### src/rtl/spi_pkg.sv
// spi_pkg
//   Shared definitions for the 4-command SPI RAM link. The master in this
//   directory and the slave FSM both take their opcodes, widths and state
//   encoding from here.
//   No ports; imported with "import spi_pkg::*".
package spi_pkg;

    localparam int WORD_W = 10;
    localparam int DATA_W = 8;

    localparam logic [1:0] OP_WR_ADDR = 2'b00;
    localparam logic [1:0] OP_WR_DATA = 2'b01;
    localparam logic [1:0] OP_RD_ADDR = 2'b10;
    localparam logic [1:0] OP_RD_DATA = 2'b11;

    typedef enum logic [2:0] {
        ST_IDLE  = 3'd0,
        ST_START = 3'd1,
        ST_SHIFT = 3'd2,
        ST_WAIT  = 3'd3,
        ST_RECV  = 3'd4,
        ST_END   = 3'd5
    } state_t;

    // Bit 1 of the opcode is the direction bit sent in the START cycle.
    function automatic logic op_is_read(input logic [1:0] op);
        return op[1];
    endfunction

endpackage

### src/rtl/spi_ram_master_if.sv
// spi_ram_master_if
//   Bundles the local command/response port and the SPI pins of the master.
//   Signals:
//     cmd_valid/cmd_ready/cmd_op/cmd_data  command request (one at a time)
//     busy                                 master is mid-frame
//     rsp_valid/rsp_data                   read-data reply pulse
//     SS_n/MOSI/MISO                       SPI frame select and data lines
//   Modports:
//     master  the SPI master's view (drives SS_n/MOSI, responses)
//     slave   the far side (drives commands and MISO)
interface spi_ram_master_if;
    import spi_pkg::*;

    logic              cmd_valid;
    logic              cmd_ready;
    logic [1:0]        cmd_op;
    logic [DATA_W-1:0] cmd_data;
    logic              busy;
    logic              rsp_valid;
    logic [DATA_W-1:0] rsp_data;
    logic              SS_n;
    logic              MOSI;
    logic              MISO;

    modport master (
        input  cmd_valid, cmd_op, cmd_data, MISO,
        output cmd_ready, busy, rsp_valid, rsp_data, SS_n, MOSI
    );

    modport slave (
        output cmd_valid, cmd_op, cmd_data, MISO,
        input  cmd_ready, busy, rsp_valid, rsp_data, SS_n, MOSI
    );

endinterface

### src/rtl/spi_shifter.sv
// spi_shifter
//   Parallel-load TX shift register (WORD_W bits, shifts out MSB first) and
//   RX shift register (DATA_W bits, shifts in at the LSB so the first bit
//   received ends up as the MSB).
//   Ports:
//     clk, rst   clock, synchronous active-high reset (clears both registers)
//     load       load tx_word into the TX register
//     tx_en      shift the TX register left by one
//     tx_word    parallel word to transmit
//     tx_msb     current TX MSB (next bit to put on the line)
//     rx_en      shift rx_bit into the RX register
//     rx_bit     serial input bit
//     rx_next    RX contents after this cycle's shift, so the caller can
//                capture the full byte on the same edge as the last bit
module spi_shifter
    import spi_pkg::*;
(
    input  logic              clk,
    input  logic              rst,
    input  logic              load,
    input  logic              tx_en,
    input  logic [WORD_W-1:0] tx_word,
    output logic              tx_msb,
    input  logic              rx_en,
    input  logic              rx_bit,
    output logic [DATA_W-1:0] rx_next
);

    logic [WORD_W-1:0] tx_reg;
    logic [DATA_W-1:0] rx_reg;

    assign tx_msb  = tx_reg[WORD_W-1];
    assign rx_next = (rx_reg << 1) | DATA_W'(rx_bit);

    always_ff @(posedge clk) begin
        if (rst) begin
            tx_reg <= '0;
        end else if (load) begin
            tx_reg <= tx_word;
        end else if (tx_en) begin
            tx_reg <= tx_reg << 1;
        end
    end

    always_ff @(posedge clk) begin
        if (rst) begin
            rx_reg <= '0;
        end else if (rx_en) begin
            rx_reg <= rx_next;
        end
    end

endmodule

### src/rtl/spi_ram_master.sv
// spi_ram_master
//   SPI master for the 4-command SPI RAM protocol. Accepts one command at a
//   time, sends {cmd_op, cmd_data} MSB first after a direction bit, and for
//   read-data commands waits RD_WAIT cycles then collects an 8-bit reply.
//   Every output comes straight from a flop loaded from the next-state
//   decode, so outputs for a state appear during that state.
//   Ports:
//     clk, rst   system clock, synchronous active-high reset
//     bus        spi_ram_master_if.master (command, response, SPI pins)
//   Parameter:
//     RD_WAIT    idle cycles between last MOSI bit and first MISO sample,
//                legal 1..15
//
//   state    | meaning
//   ---------+-------------------------------------------------------------
//   ST_IDLE  | SS_n high, cmd_ready high, waiting for cmd_valid
//   ST_START | SS_n low, MOSI = direction bit, one cycle
//   ST_SHIFT | ten word bits on MOSI, cnt 0..9
//   ST_WAIT  | read-data turnaround, RD_WAIT cycles, MOSI low
//   ST_RECV  | eight MISO samples into the RX register, cnt 0..7
//   ST_END   | SS_n high, one cycle; rsp_valid pulse for read-data
module spi_ram_master
    import spi_pkg::*;
#(
    parameter int unsigned RD_WAIT = 2
) (
    input logic              clk,
    input logic              rst,
    spi_ram_master_if.master bus
);

    localparam logic [3:0] SHIFT_LAST = 4'(WORD_W - 1);
    localparam logic [3:0] WAIT_LAST  = 4'(RD_WAIT - 1);
    localparam logic [3:0] RECV_LAST  = 4'(DATA_W - 1);

    state_t            state, state_d;
    logic [3:0]        cnt, cnt_d;
    logic              rd_op, rd_op_d;

    logic              load, tx_en, rx_en;
    logic              tx_msb;
    logic [DATA_W-1:0] rx_next;

    logic              ss_n_d, mosi_d, rsp_valid_d;
    logic [DATA_W-1:0] rsp_data_d;

    logic              ss_n_q, mosi_q, cmd_ready_q, busy_q, rsp_valid_q;
    logic [DATA_W-1:0] rsp_data_q;

    spi_shifter u_shifter (
        .clk     (clk),
        .rst     (rst),
        .load    (load),
        .tx_en   (tx_en),
        .tx_word ({bus.cmd_op, bus.cmd_data}),
        .tx_msb  (tx_msb),
        .rx_en   (rx_en),
        .rx_bit  (bus.MISO),
        .rx_next (rx_next)
    );

    always_ff @(posedge clk) begin
        if (rst) begin
            state <= ST_IDLE;
            cnt   <= '0;
            rd_op <= 1'b0;
        end else begin
            state <= state_d;
            cnt   <= cnt_d;
            rd_op <= rd_op_d;
        end
    end

    always_comb begin
        state_d     = state;
        cnt_d       = cnt;
        rd_op_d     = rd_op;
        load        = 1'b0;
        tx_en       = 1'b0;
        rx_en       = 1'b0;
        ss_n_d      = 1'b1;
        mosi_d      = 1'b0;
        rsp_valid_d = 1'b0;
        rsp_data_d  = rsp_data_q;

        unique case (state)
            ST_IDLE: begin
                if (bus.cmd_valid) begin
                    load    = 1'b1;
                    rd_op_d = (bus.cmd_op == OP_RD_DATA);
                    cnt_d   = '0;
                    ss_n_d  = 1'b0;
                    mosi_d  = op_is_read(bus.cmd_op);
                    state_d = ST_START;
                end
            end
            ST_START: begin
                // Word MSB goes out now; the register then exposes the next bit.
                ss_n_d  = 1'b0;
                mosi_d  = tx_msb;
                tx_en   = 1'b1;
                cnt_d   = '0;
                state_d = ST_SHIFT;
            end
            ST_SHIFT: begin
                ss_n_d = 1'b0;
                if (cnt == SHIFT_LAST) begin
                    cnt_d = '0;
                    if (rd_op) begin
                        state_d = ST_WAIT;
                    end else begin
                        ss_n_d  = 1'b1;
                        state_d = ST_END;
                    end
                end else begin
                    cnt_d  = cnt + 4'd1;
                    mosi_d = tx_msb;
                    tx_en  = 1'b1;
                end
            end
            ST_WAIT: begin
                ss_n_d = 1'b0;
                if (cnt == WAIT_LAST) begin
                    cnt_d   = '0;
                    state_d = ST_RECV;
                end else begin
                    cnt_d = cnt + 4'd1;
                end
            end
            ST_RECV: begin
                ss_n_d = 1'b0;
                rx_en  = 1'b1;
                if (cnt == RECV_LAST) begin
                    // Last bit lands on this edge; capture the completed byte.
                    cnt_d       = '0;
                    ss_n_d      = 1'b1;
                    rsp_valid_d = 1'b1;
                    rsp_data_d  = rx_next;
                    state_d     = ST_END;
                end else begin
                    cnt_d = cnt + 4'd1;
                end
            end
            ST_END: begin
                state_d = ST_IDLE;
            end
            default: begin
                state_d = ST_IDLE;
            end
        endcase
    end

    always_ff @(posedge clk) begin
        if (rst) begin
            ss_n_q      <= 1'b1;
            mosi_q      <= 1'b0;
            cmd_ready_q <= 1'b1;
            busy_q      <= 1'b0;
            rsp_valid_q <= 1'b0;
            rsp_data_q  <= '0;
        end else begin
            ss_n_q      <= ss_n_d;
            mosi_q      <= mosi_d;
            cmd_ready_q <= (state_d == ST_IDLE);
            busy_q      <= (state_d != ST_IDLE);
            rsp_valid_q <= rsp_valid_d;
            rsp_data_q  <= rsp_data_d;
        end
    end

    assign bus.SS_n      = ss_n_q;
    assign bus.MOSI      = mosi_q;
    assign bus.cmd_ready = cmd_ready_q;
    assign bus.busy      = busy_q;
    assign bus.rsp_valid = rsp_valid_q;
    assign bus.rsp_data  = rsp_data_q;

endmodule

### src/flat_wrapper.sv
// flat-port wrapper written by rule: the top's interface ports become plain ports
module spi_ram_master_flat import spi_pkg::*;
#(
    parameter int unsigned RD_WAIT = 2
)
  (clk, rst, bus_cmd_valid, bus_cmd_op, bus_cmd_data, bus_MISO, bus_cmd_ready, bus_busy, bus_rsp_valid, bus_rsp_data, bus_SS_n, bus_MOSI);
  spi_ram_master_if bus_i ();
  input logic clk;
  input logic rst;
  input wire logic [$bits(bus_i.cmd_valid)-1:0] bus_cmd_valid;
  input wire logic [$bits(bus_i.cmd_op)-1:0] bus_cmd_op;
  input wire logic [$bits(bus_i.cmd_data)-1:0] bus_cmd_data;
  input wire logic [$bits(bus_i.MISO)-1:0] bus_MISO;
  output wire logic [$bits(bus_i.cmd_ready)-1:0] bus_cmd_ready;
  output wire logic [$bits(bus_i.busy)-1:0] bus_busy;
  output wire logic [$bits(bus_i.rsp_valid)-1:0] bus_rsp_valid;
  output wire logic [$bits(bus_i.rsp_data)-1:0] bus_rsp_data;
  output wire logic [$bits(bus_i.SS_n)-1:0] bus_SS_n;
  output wire logic [$bits(bus_i.MOSI)-1:0] bus_MOSI;
  assign bus_i.cmd_valid = bus_cmd_valid;
  assign bus_i.cmd_op = bus_cmd_op;
  assign bus_i.cmd_data = bus_cmd_data;
  assign bus_i.MISO = bus_MISO;
  assign bus_cmd_ready = bus_i.cmd_ready;
  assign bus_busy = bus_i.busy;
  assign bus_rsp_valid = bus_i.rsp_valid;
  assign bus_rsp_data = bus_i.rsp_data;
  assign bus_SS_n = bus_i.SS_n;
  assign bus_MOSI = bus_i.MOSI;
  spi_ram_master #(.RD_WAIT(RD_WAIT)) u_core (.clk(clk), .rst(rst), .bus(bus_i));
endmodule
### config.mk
export PLATFORM = sky130hd
export DESIGN_NAME = spi_ram_master_flat
export DESIGN_NICKNAME = d
export VERILOG_FILES = /design/src/rtl/spi_pkg.sv /design/src/rtl/spi_ram_master_if.sv /design/src/rtl/spi_shifter.sv /design/src/rtl/spi_ram_master.sv /design/src/flat_wrapper.sv
export SDC_FILE = /design/constraint.sdc
export NUM_CORES = 1
export LEC_CHECK = 0
export ABC_AREA = 0
export ABC_CLOCK_PERIOD_IN_PS = 1700
export CAP_MARGIN = 25
export CORE_UTILIZATION = 48
export CTS_BUF_LIST = sky130_fd_sc_hd__clkbuf_16
export CTS_CLUSTER_SIZE = 16
export DETAILED_ROUTE_END_ITERATION = 12
export GPL_TIMING_DRIVEN = 0
export PLACE_DENSITY = 0.78
export SETUP_SLACK_MARGIN = 0.05
export SLEW_MARGIN = 20
export SYNTH_ARGS = -nofsm -noshare
export SYNTH_HDL_FRONTEND = slang
export SYNTH_SLANG_ARGS = --single-unit
### constraint.sdc
create_clock -name clk -period 1.7 [get_ports clk]
set_clock_uncertainty 0.05 [all_clocks]
set_input_delay 0.17 -clock clk [delete_from_list [all_inputs] [get_ports clk]]
set_output_delay 0.17 -clock clk [all_outputs]
set_load 0.005 [all_outputs]
==> results of run 1 <==
## per-stage QoR
step	utilization	instance area, sq um	std cells
final	0.764	2630	298
after global routing	0.764	2630	298
after CTS	0.714	2460	295
after detailed placement	0.611	2100	274
after global placement	0.611	2100	274
after floorplan	-	1790	203
## cell usage in the layout, fill, tap and decap left out, types with 2 or more instances in the layout
cell,instances
dfxtp_1,34
nand2_1,27
clkdlybuf4s50_1,25
buf_4,18
nor2_1,17
a21oi_1,15
a21oi_2,9
nor4_2,7
nand2b_1,6
nand2_2,6
buf_6,5
clkbuf_16,5
a2111oi_4,4
nand2_4,4
buf_2,3
o21a_1,3
o21bai_1,3
clkbuf_1,3
a2111oi_2,3
nand3_1,3
o211ai_1,3
a211oi_1,3
dfxtp_2,3
nor4b_4,2
nor3_1,2
a211oi_2,2
nor4_1,2
o21ai_0,2
## power breakdown
group          internal (W)  switching [W]
clock network      0.000535       0.000359
logic              0.000245       0.000244
registers          0.000949      0.0000468
total               0.00173       0.000650
## worst min-delay path by stage
stage | endpoint | slack, ns | from | cells after the start
3_3_place_gp | u_core.u_shifter.rx_reg[6]$_SDFFE_PP0N_ | 0.40 | u_core.u_shifter.rx_reg[6]$_SDFFE_PP0N_ | 2
5_1_grt | u_core.bus.MOSI$_SDFF_PP0_ | 0.33 | rst | 2
2_1_floorplan | u_core.u_shifter.rx_reg[0]$_SDFFE_PP0N_ | 0.26 | bus_MISO | 2
6_report | u_core.bus.MOSI$_SDFF_PP0_ | 0.30 | rst | 2
4_1_cts | u_core.bus.MOSI$_SDFF_PP0_ | 0.28 | rst | 2
3_5_place_dp | u_core.u_shifter.rx_reg[6]$_SDFFE_PP0N_ | 0.40 | u_core.u_shifter.rx_reg[6]$_SDFFE_PP0N_ | 2
## area by class of cell
class,count,share of cell area
multi-input combinational,147,0.442
sequential,38,0.292
timing repair buffer,42,0.147
clock buffer,5,0.0476
buffer,15,0.0405
tap,46,0.0219
clock inverter,3,0.00619
inverter,2,0.00286
## metal layers
layer / up-vias / global-route usage
li1: 815 / -
met1: 818 / 0.298
met2: 43 / 0.382
met3: 13 / 0.0511
met4: 0 / 0.102
met5: - / 0
## logic make-up after synthesis
logic type | count (synthesis)
AND/OR/NAND/NOR | 88
AO/OA/AOI/OAI | 56
flip-flops | 38
buffers and inverters | 18
adder cells (fa/ha/maj) | 2
XOR/XNOR | 1
## timing repair
item,CTS,global route
gates resized for setup,28,34
hold buffers,0,0
endpoints found under the setup margin,28,28
pin swaps,2,4
cloned,2,0
buffers inserted,11,4
==> flow_summary.toml, run 1 <==
[worst_setup_path]
cp.depth = 6
crit_path_start_kind = "flop"
arrival_ns = 1.90
cp_slowest_cell = "dfxtp_4"
cp.required_ns = 1.83
cp_cell_sequence = "ha_4, and3b_1, o21a_1, or2_4, buf_6, a2111oi_4"
reg2reg_slack_ns = -0.07
worstPathMaxFanout = 5
r2r-start = "u_core.cnt[0]$_SDFFE_PP0P_"
cp-end-kind = "flop"
cpPeakStageDelay_ns = 0.36
critPathTopFamily = "compound AO/OA/AOI/OAI gates"
crit_start = "u_core.cnt[0]$_SDFFE_PP0P_"
worst-path-buf-inv = 1
critPathKind = "reg2reg"
r2r-end = "u_core.u_shifter.tx_reg[5]$_SDFFE_PP0P_"
worstSetupEndpoint = "u_core.u_shifter.tx_reg[5]$_SDFFE_PP0P_"
ff2ff_path_depth = 6

[grt]
grt_pass1_vias = 1571
grt_pass1_wl_um = 7310
antenna_found_initial = 0
track_usage = 0.236
overflow = 0
grt_start_max_net_pins = 13

[placement]
hpwlAfterDp_um = 2560
gp_congestion = 0.785
numPortBuffers = 25
preCtsSetupSlack_ns = -0.293

[layout]
syn2layout_area_growth_pct = 47.7
fillers = 212
multi_input_area_sq_um = 1160
ff_latch_area_sq_um = 768
fin_nets = 267
n_antenna_cell = 0
drive_above_1_share = 0.353
largest_reg_flops = 10

[timing]
rsz0062_at_grt = "true"
fin_setup_tns_ns = -0.501
max-slew-margin-rel = 0.405
finalHoldViolations = 0
timing.fmax_ghz = 0.563
period_minus_slack_ns = 1.77
hold_ws_ns = 0.296
slew_violations = 0
tightest_slew_ns = 0.892
finalSetupViolations = 14
min_period_over_period = 1.04
setup_ws_ns = -0.0748

[logic_synthesis]
synth_top_family_by_area = "simple AND/OR/NAND/NOR gates"
synthArstFlopShare = 0
syn_area_per_cell_sq_um = 8.76
synth.area.mux_share = 0
yosys.area.top_type_share = 0.428
synthesis.instances = 203
ys.flop_type = "dfxtp_1"
synthAdderAreaFrac = 0.0141
synthTopCellsByArea = "dfxtp_1, nand2_1, a21oi_1"
synth_edf_count = 0
synth_most_common_cell = "dfxtp_1"
mappedNetlistArea_sq_um = 1780
yosysSeqAreaShare = 0.428
synthXorXnorAreaFrac = 0.00492
ys_types = 44
yosysWarnings = 0
synth_top_cell_by_area = "dfxtp_1"
synthSimpleGateAreaFrac = 0.259
syn_nets = 219
synth-seq-cells = 38
yosys-top-cells-count = "dfxtp_1, nand2_1, a21oi_1, nor2_1, nor4_1"
synth_compound_area_frac = 0.236

[route]
ant_nets = 0
met1_length_um = 2270
drt_first_pass_iters = 4
dr_wl_met2_um = 2400
vias_per_cell = 5.67
route.detailed.drc = 0
avgRoutedWirePerCell_um = 16.8
wl_um = 5000
drtIter0Drc = 148
met3_length_um = 196
vias = 1689
dr.max_layer_used = "met4"

[floorplan]
core_area_sq_um = 3440
initial_core_util = 0.517
rows = 21
fp.dieW_um = 62.9
ios = 27
dieArea_sq_um = 3950
die-height_um = 62.9

[clock_tree]
htree_levels = 2
cts_buffer_depth = 2
clockRootBuffer = "clkbuf_16"
clkSlewWorstSetupHoldPaths_ns = 0.06
clock_latency_ns = 0.28
cts_tree = "built"
cts.sinks = 38
numCtsBuffers = 5

[run]
drv_cap = 0

[power_and_ir_drop]
total_power_w = 0.00238
power_density_nw_per_um2 = 905
peakVddDrop_mv = 0.492
p_leak_nw = 0.914

[status]
status = "finished, violations left"
violations = "negative setup slack"

[hold_path]
hold_class = "in2reg"
Note: power is estimated with default switching activity, not from simulation.
==> inputs of run 2 (changes only) <==
==> constraint.sdc (replaced) <==
create_clock -name clk -period 1.7 [get_ports clk]
set_clock_uncertainty 0.05 [all_clocks]
set_input_delay 0.34 -clock clk [delete_from_list [all_inputs] [get_ports clk]]
set_output_delay 0.34 -clock clk [all_outputs]
set_load 0.005 [all_outputs]
==> flow_summary.toml, run 2 (synthesis gave the netlist of run 1 again) <==
[worst_setup_path]
r2r-end = "u_core.u_shifter.tx_reg[7]$_SDFFE_PP0P_"
r2r-start = "u_core.cnt[0]$_SDFFE_PP0P_"
reg2reg_slack_ns = -0.05
arrival_ns = 1.88
critPathKind = "reg2reg"
cp.required_ns = 1.83
crit_path_start_kind = "flop"
worstPathMaxFanout = 5
cp-end-kind = "flop"
ff2ff_path_depth = 6

[layout]
final_util = 0.765
layout_commonest_cell = "dfxtp_1"
largest_reg_flops = 10
ff_latch_area_sq_um = 768
multi_input_area_sq_um = 1180
fillers = 219
syn2layout_area_growth_pct = 48.0
finalInstanceArea_sq_um = 2630
layout_common_cells = "dfxtp_1, nand2_1, clkdlybuf4s50_1"
drive_above_1_share = 0.344
fin_nets = 265
n_antenna_cell = 0
final_cells = 296

[power_and_ir_drop]
power_density_nw_per_um2 = 909
total_power_w = 0.00239
peakVddDrop_mv = 0.492
swShare = 0.275
clkPwrFrac = 0.373
p_seq_frac = 0.417
p_leak_nw = 0.905
combPwrFrac = 0.211
p_switching_w = 0.000659
intPower_w = 0.00173

[route]
vias_per_cell = 5.77
wl_um = 4950
avgRoutedWirePerCell_um = 16.7
drt_first_pass_iters = 4
drtIter0Drc = 121
ant_nets = 0
route.detailed.drc = 0
vias = 1708

[placement]
numPortBuffers = 25
gp_congestion = 0.785
hpwlAfterDp_um = 2560
dp_cells = 274
placed_cell_area_sq_um = 2100

[grt]
grt_pass1_wl_um = 7420
grt_start_max_net_pins = 13
track_usage = 0.239
antenna_found_initial = 0
overflow = 0
grt_pass1_vias = 1569

[floorplan]
fp.dieW_um = 62.9
ios = 27
core_area_sq_um = 3440
rows = 21
die-height_um = 62.9
dieArea_sq_um = 3950
initial_core_util = 0.517

[timing]
finalSetupViolations = 14
finalHoldViolations = 0
rsz0062_at_grt = "true"
tightest_slew_ns = 0.926
timing.fmax_ghz = 0.570
min_period_over_period = 1.03
setup_ws_ns = -0.0536
max-slew-margin-rel = 0.383
slew_violations = 0
hold_ws_ns = 0.406
period_minus_slack_ns = 1.75

[hold_path]
hold_class = "reg2reg"
whs_endpoint = "u_core.u_shifter.rx_reg[6]$_SDFFE_PP0N_"
hold_start = "u_core.u_shifter.rx_reg[6]$_SDFFE_PP0N_"
min_path_cells = 2

[clock_tree]
numCtsBuffers = 5
ctsHoldBuffers = 0
clockRootBuffer = "clkbuf_16"
cts_tree = "built"
htree_levels = 2
cts_buffer_depth = 2
cts.sinks = 38
clock_latency_ns = 0.28
clkSlewWorstSetupHoldPaths_ns = 0.06

[run]
drv_cap = 0

[status]
violations = "negative setup slack"
status = "finished, violations left"
-- run 2: power by group through the flow --
stage	combinational (W)	clock, W	sequential (W)
5_1_grt	0.000538	0.000950	0.00100
6_report	0.000504	0.000892	0.000997
2_1_floorplan	0.000245	0	0.000994
3_5_place_dp	0.000344	0	0.00100
3_3_place_gp	0.000341	0	0.000999
4_1_cts	0.000425	0.000905	0.000984
-- run 2: stage by stage --
step           TNS (ns)  setup WS [ns]
2_1_floorplan   -0.0916        -0.0115
3_3_place_gp      -5.39         -0.456
3_5_place_dp      -5.61         -0.463
4_1_cts          -0.509        -0.0591
5_1_grt           -1.14        -0.0993
6_report         -0.443        -0.0536
-- run 2: final cells by class --
cell class              count  area share
flip-flops and latches     38       0.292
plain buffers              15      0.0404
inverters                   2     0.00285
well taps                  46      0.0219
clock inverters             3     0.00618
multi-input cells         147       0.449
repair buffers             40       0.141
clock buffers               5      0.0475
-- run 2: how the worst max path moves through the flow --
| stage | to | slack (ns) | startpoint |
|---|---|---|---|
| finish | u_core.u_shifter.tx_reg[7]$_SDFFE_PP0P_ | -0.05 | u_core.cnt[0]$_SDFFE_PP0P_ |
| global route | u_core.u_shifter.tx_reg[7]$_SDFFE_PP0P_ | -0.1 | u_core.cnt[0]$_SDFFE_PP0P_ |
| floorplan | u_core.bus.rsp_data[0]$_SDFFE_PP0P_ | -0.01 | u_core.state[2]$_SDFF_PP0_ |
| CTS | u_core.bus.rsp_data[5]$_SDFFE_PP0P_ | -0.06 | u_core.state[2]$_SDFF_PP0_ |
| global placement | u_core.u_shifter.tx_reg[6]$_SDFFE_PP0P_ | -0.46 | bus_cmd_valid |
| detailed placement | u_core.u_shifter.tx_reg[5]$_SDFFE_PP0P_ | -0.46 | bus_cmd_valid |
-- run 2: layer usage --
layer,routed length [um],up-vias,GRT usage
li1,-,812,-
met1,2180,832,0.303
met2,2500,57,0.391
met3,212,7,0.0493
met4,60,0,0.0959
met5,0,-,0
-- run 2: critical path, cell delays in order (launching register included) --
cell and delay [ns]:
dfxtp_4 0.36, ha_4 0.16, and3b_1 0.19, o21a_1 0.20
or2_4 0.25, buf_6 0.15, a2111oi_2 0.28
-- run 2: what timing repair did --
item	in CTS	in global routing
pin swaps	2	6
buffers inserted	11	2
gates resized for setup	24	40
endpoints found under the setup margin	29	28
cloned	2	0
==> inputs of run 3 (changes only) <==
Settings changed: CORE_UTILIZATION 48 to 30, PLACE_DENSITY 0.78 to 0.54.
==> flow_summary.toml, run 3 (synthesis gave the netlist of run 1 again) <==
[placement]
hpwlAfterDp_um = 2840
gp_congestion = 0.768
preCtsSetupSlack_ns = -0.529
numPortBuffers = 25

[worst_setup_path]
crit_path_start_kind = "flop"
cp.required_ns = 1.87
worstPathMaxFanout = 3
cp-end-kind = "flop"
cpPeakStageDelay_ns = 0.43
arrival_ns = 1.95
cp_cell_sequence = "or3b_1, buf_6, or3_4, buf_6, o211ai_4, and2_1"
ff2ff_path_depth = 6
critPathKind = "reg2reg"
cpMostUsedCell = "buf_6"
cp_slowest_cell = "or3_4"

[power_and_ir_drop]
peakVddDrop_mv = 0.358
p_leak_nw = 0.985
clkPwrFrac = 0.370
p_switching_w = 0.000661
p_seq_frac = 0.409
power_density_nw_per_um2 = 854
swShare = 0.273
intPower_w = 0.00176
combPwrFrac = 0.221

[route]
drt_first_pass_iters = 4
vias_per_cell = 5.08
wl_um = 4660
ant_nets = 0
vias = 1682
drtIter0Drc = 60
avgRoutedWirePerCell_um = 14.1
route.detailed.drc = 0

[timing]
rsz0062_at_grt = "true"
timing.fmax_ghz = 0.563
tightest_slew_ns = 0.970
max-slew-margin-rel = 0.354
fin_setup_tns_ns = -0.709
finalHoldViolations = 0
period_minus_slack_ns = 1.78
slew_violations = 0
finalSetupViolations = 17
min_period_over_period = 1.05
setup_ws_ns = -0.0768

[grt]
grt_pass1_wl_um = 7890
antenna_found_initial = 0
grt_pass1_vias = 1676
grt_start_max_net_pins = 13
track_usage = 0.161
overflow = 0

[status]
violations = "negative setup slack"
status = "finished, violations left"

[layout]
n_antenna_cell = 0
drive_above_1_share = 0.394
layout_common_cells = "dfxtp_1, nand2_1, clkdlybuf4s50_1"
fin_nets = 274
largest_reg_flops = 10
syn2layout_area_growth_pct = 59.2
layout_commonest_cell = "dfxtp_1"
final_util = 0.505

[floorplan]
die-height_um = 79.0
core_area_sq_um = 5610
dieArea_sq_um = 6240
rows = 27
initial_core_util = 0.317
fp.dieW_um = 79.0
ios = 27

[clock_tree]
clock_latency_ns = 0.28
cts_tree = "built"
clockRootBuffer = "clkbuf_16"
htree_levels = 2
numCtsBuffers = 5
ctsHoldBuffers = 0
cts_buffer_depth = 2
cts.sinks = 38
clkSlewWorstSetupHoldPaths_ns = 0.06

[hold_path]
min_path_cells = 2
hold_class = "reg2reg"

[run]
drv_cap = 0
run 3: cell types whose count changed in the layout (fill, tap and decap cells not counted), sizes merged:
cell / before / now
buf: 27 / 34
clkbuf: 8 / 10
clkdlybuf4s50: 25 / 24
dlymetal6s2s: 0 / 1
run 3: final cells by class:
class,count,area (sq um)
repair buffers,49,464
clock inverters,3,16.3
fillers,534,2780
flip-flops and latches,38,772
inverters,2,7.51
clock buffers,5,125
multi-input cells,147,1230
well taps,72,90.1
plain buffers,15,129
run 3: repair_timing:
action | 4_1_cts | 5_1_grt
buffers inserted | 14 | 8
endpoints found under the setup margin | 29 | 31
pin swaps | 3 | 9
cloned | 2 | 0
gates resized for setup | 50 | 32
run 3: metal layers:
layer	wire (um)	track usage	part of all wire
met5	0	0	0
met4	60	0.0545	0.013
met3	198	0.0356	0.042
met2	2280	0.269	0.49
met1	2120	0.202	0.45
run 3: critical path: cells and delay by family (launching register included):
| kind | cells | cell delay (ns) |
|---|---|---|
| buf+inv | 2 | 0.28 |
| flops | 1 | 0.35 |
| compound gates | 1 | 0.07 |
| simple gates | 3 | 0.96 |
run 3: final timing paths:
path,to,slack (ns),from
setup / recovery,u_core.state[0]$_SDFF_PP0_,-0.08,u_core.state[0]$_SDFF_PP0_
hold / removal,u_core.u_shifter.rx_reg[6]$_SDFFE_PP0N_,0.41,u_core.u_shifter.rx_reg[6]$_SDFFE_PP0N_
setup reg to reg,u_core.state[0]$_SDFF_PP0_,-0.08,u_core.state[0]$_SDFF_PP0_
hold reg to reg,u_core.u_shifter.rx_reg[6]$_SDFFE_PP0N_,0.41,u_core.u_shifter.rx_reg[6]$_SDFFE_PP0N_
run 3: per-stage QoR:
step                cell area, sq um  std cells  hold WS [ns]  power, W
finish                          2830        331         0.406   0.00242
global route                    2830        331         0.430   0.00253
CTS                             2650        324         0.410   0.00238
detailed placement              2130        300         0.401   0.00135
global placement                2130        300         0.395   0.00135
floorplan                       1790        203         0.387   0.00124
run 3: power groups by stage:
stage          logic (W)  registers [W]  clock network, W
5_1_grt         0.000579       0.000995          0.000961
4_1_cts         0.000481       0.000986          0.000915
2_1_floorplan   0.000245       0.000994                 0
3_5_place_dp    0.000348        0.00100                 0
3_3_place_gp    0.000351       0.000999                 0
6_report        0.000536       0.000989          0.000895
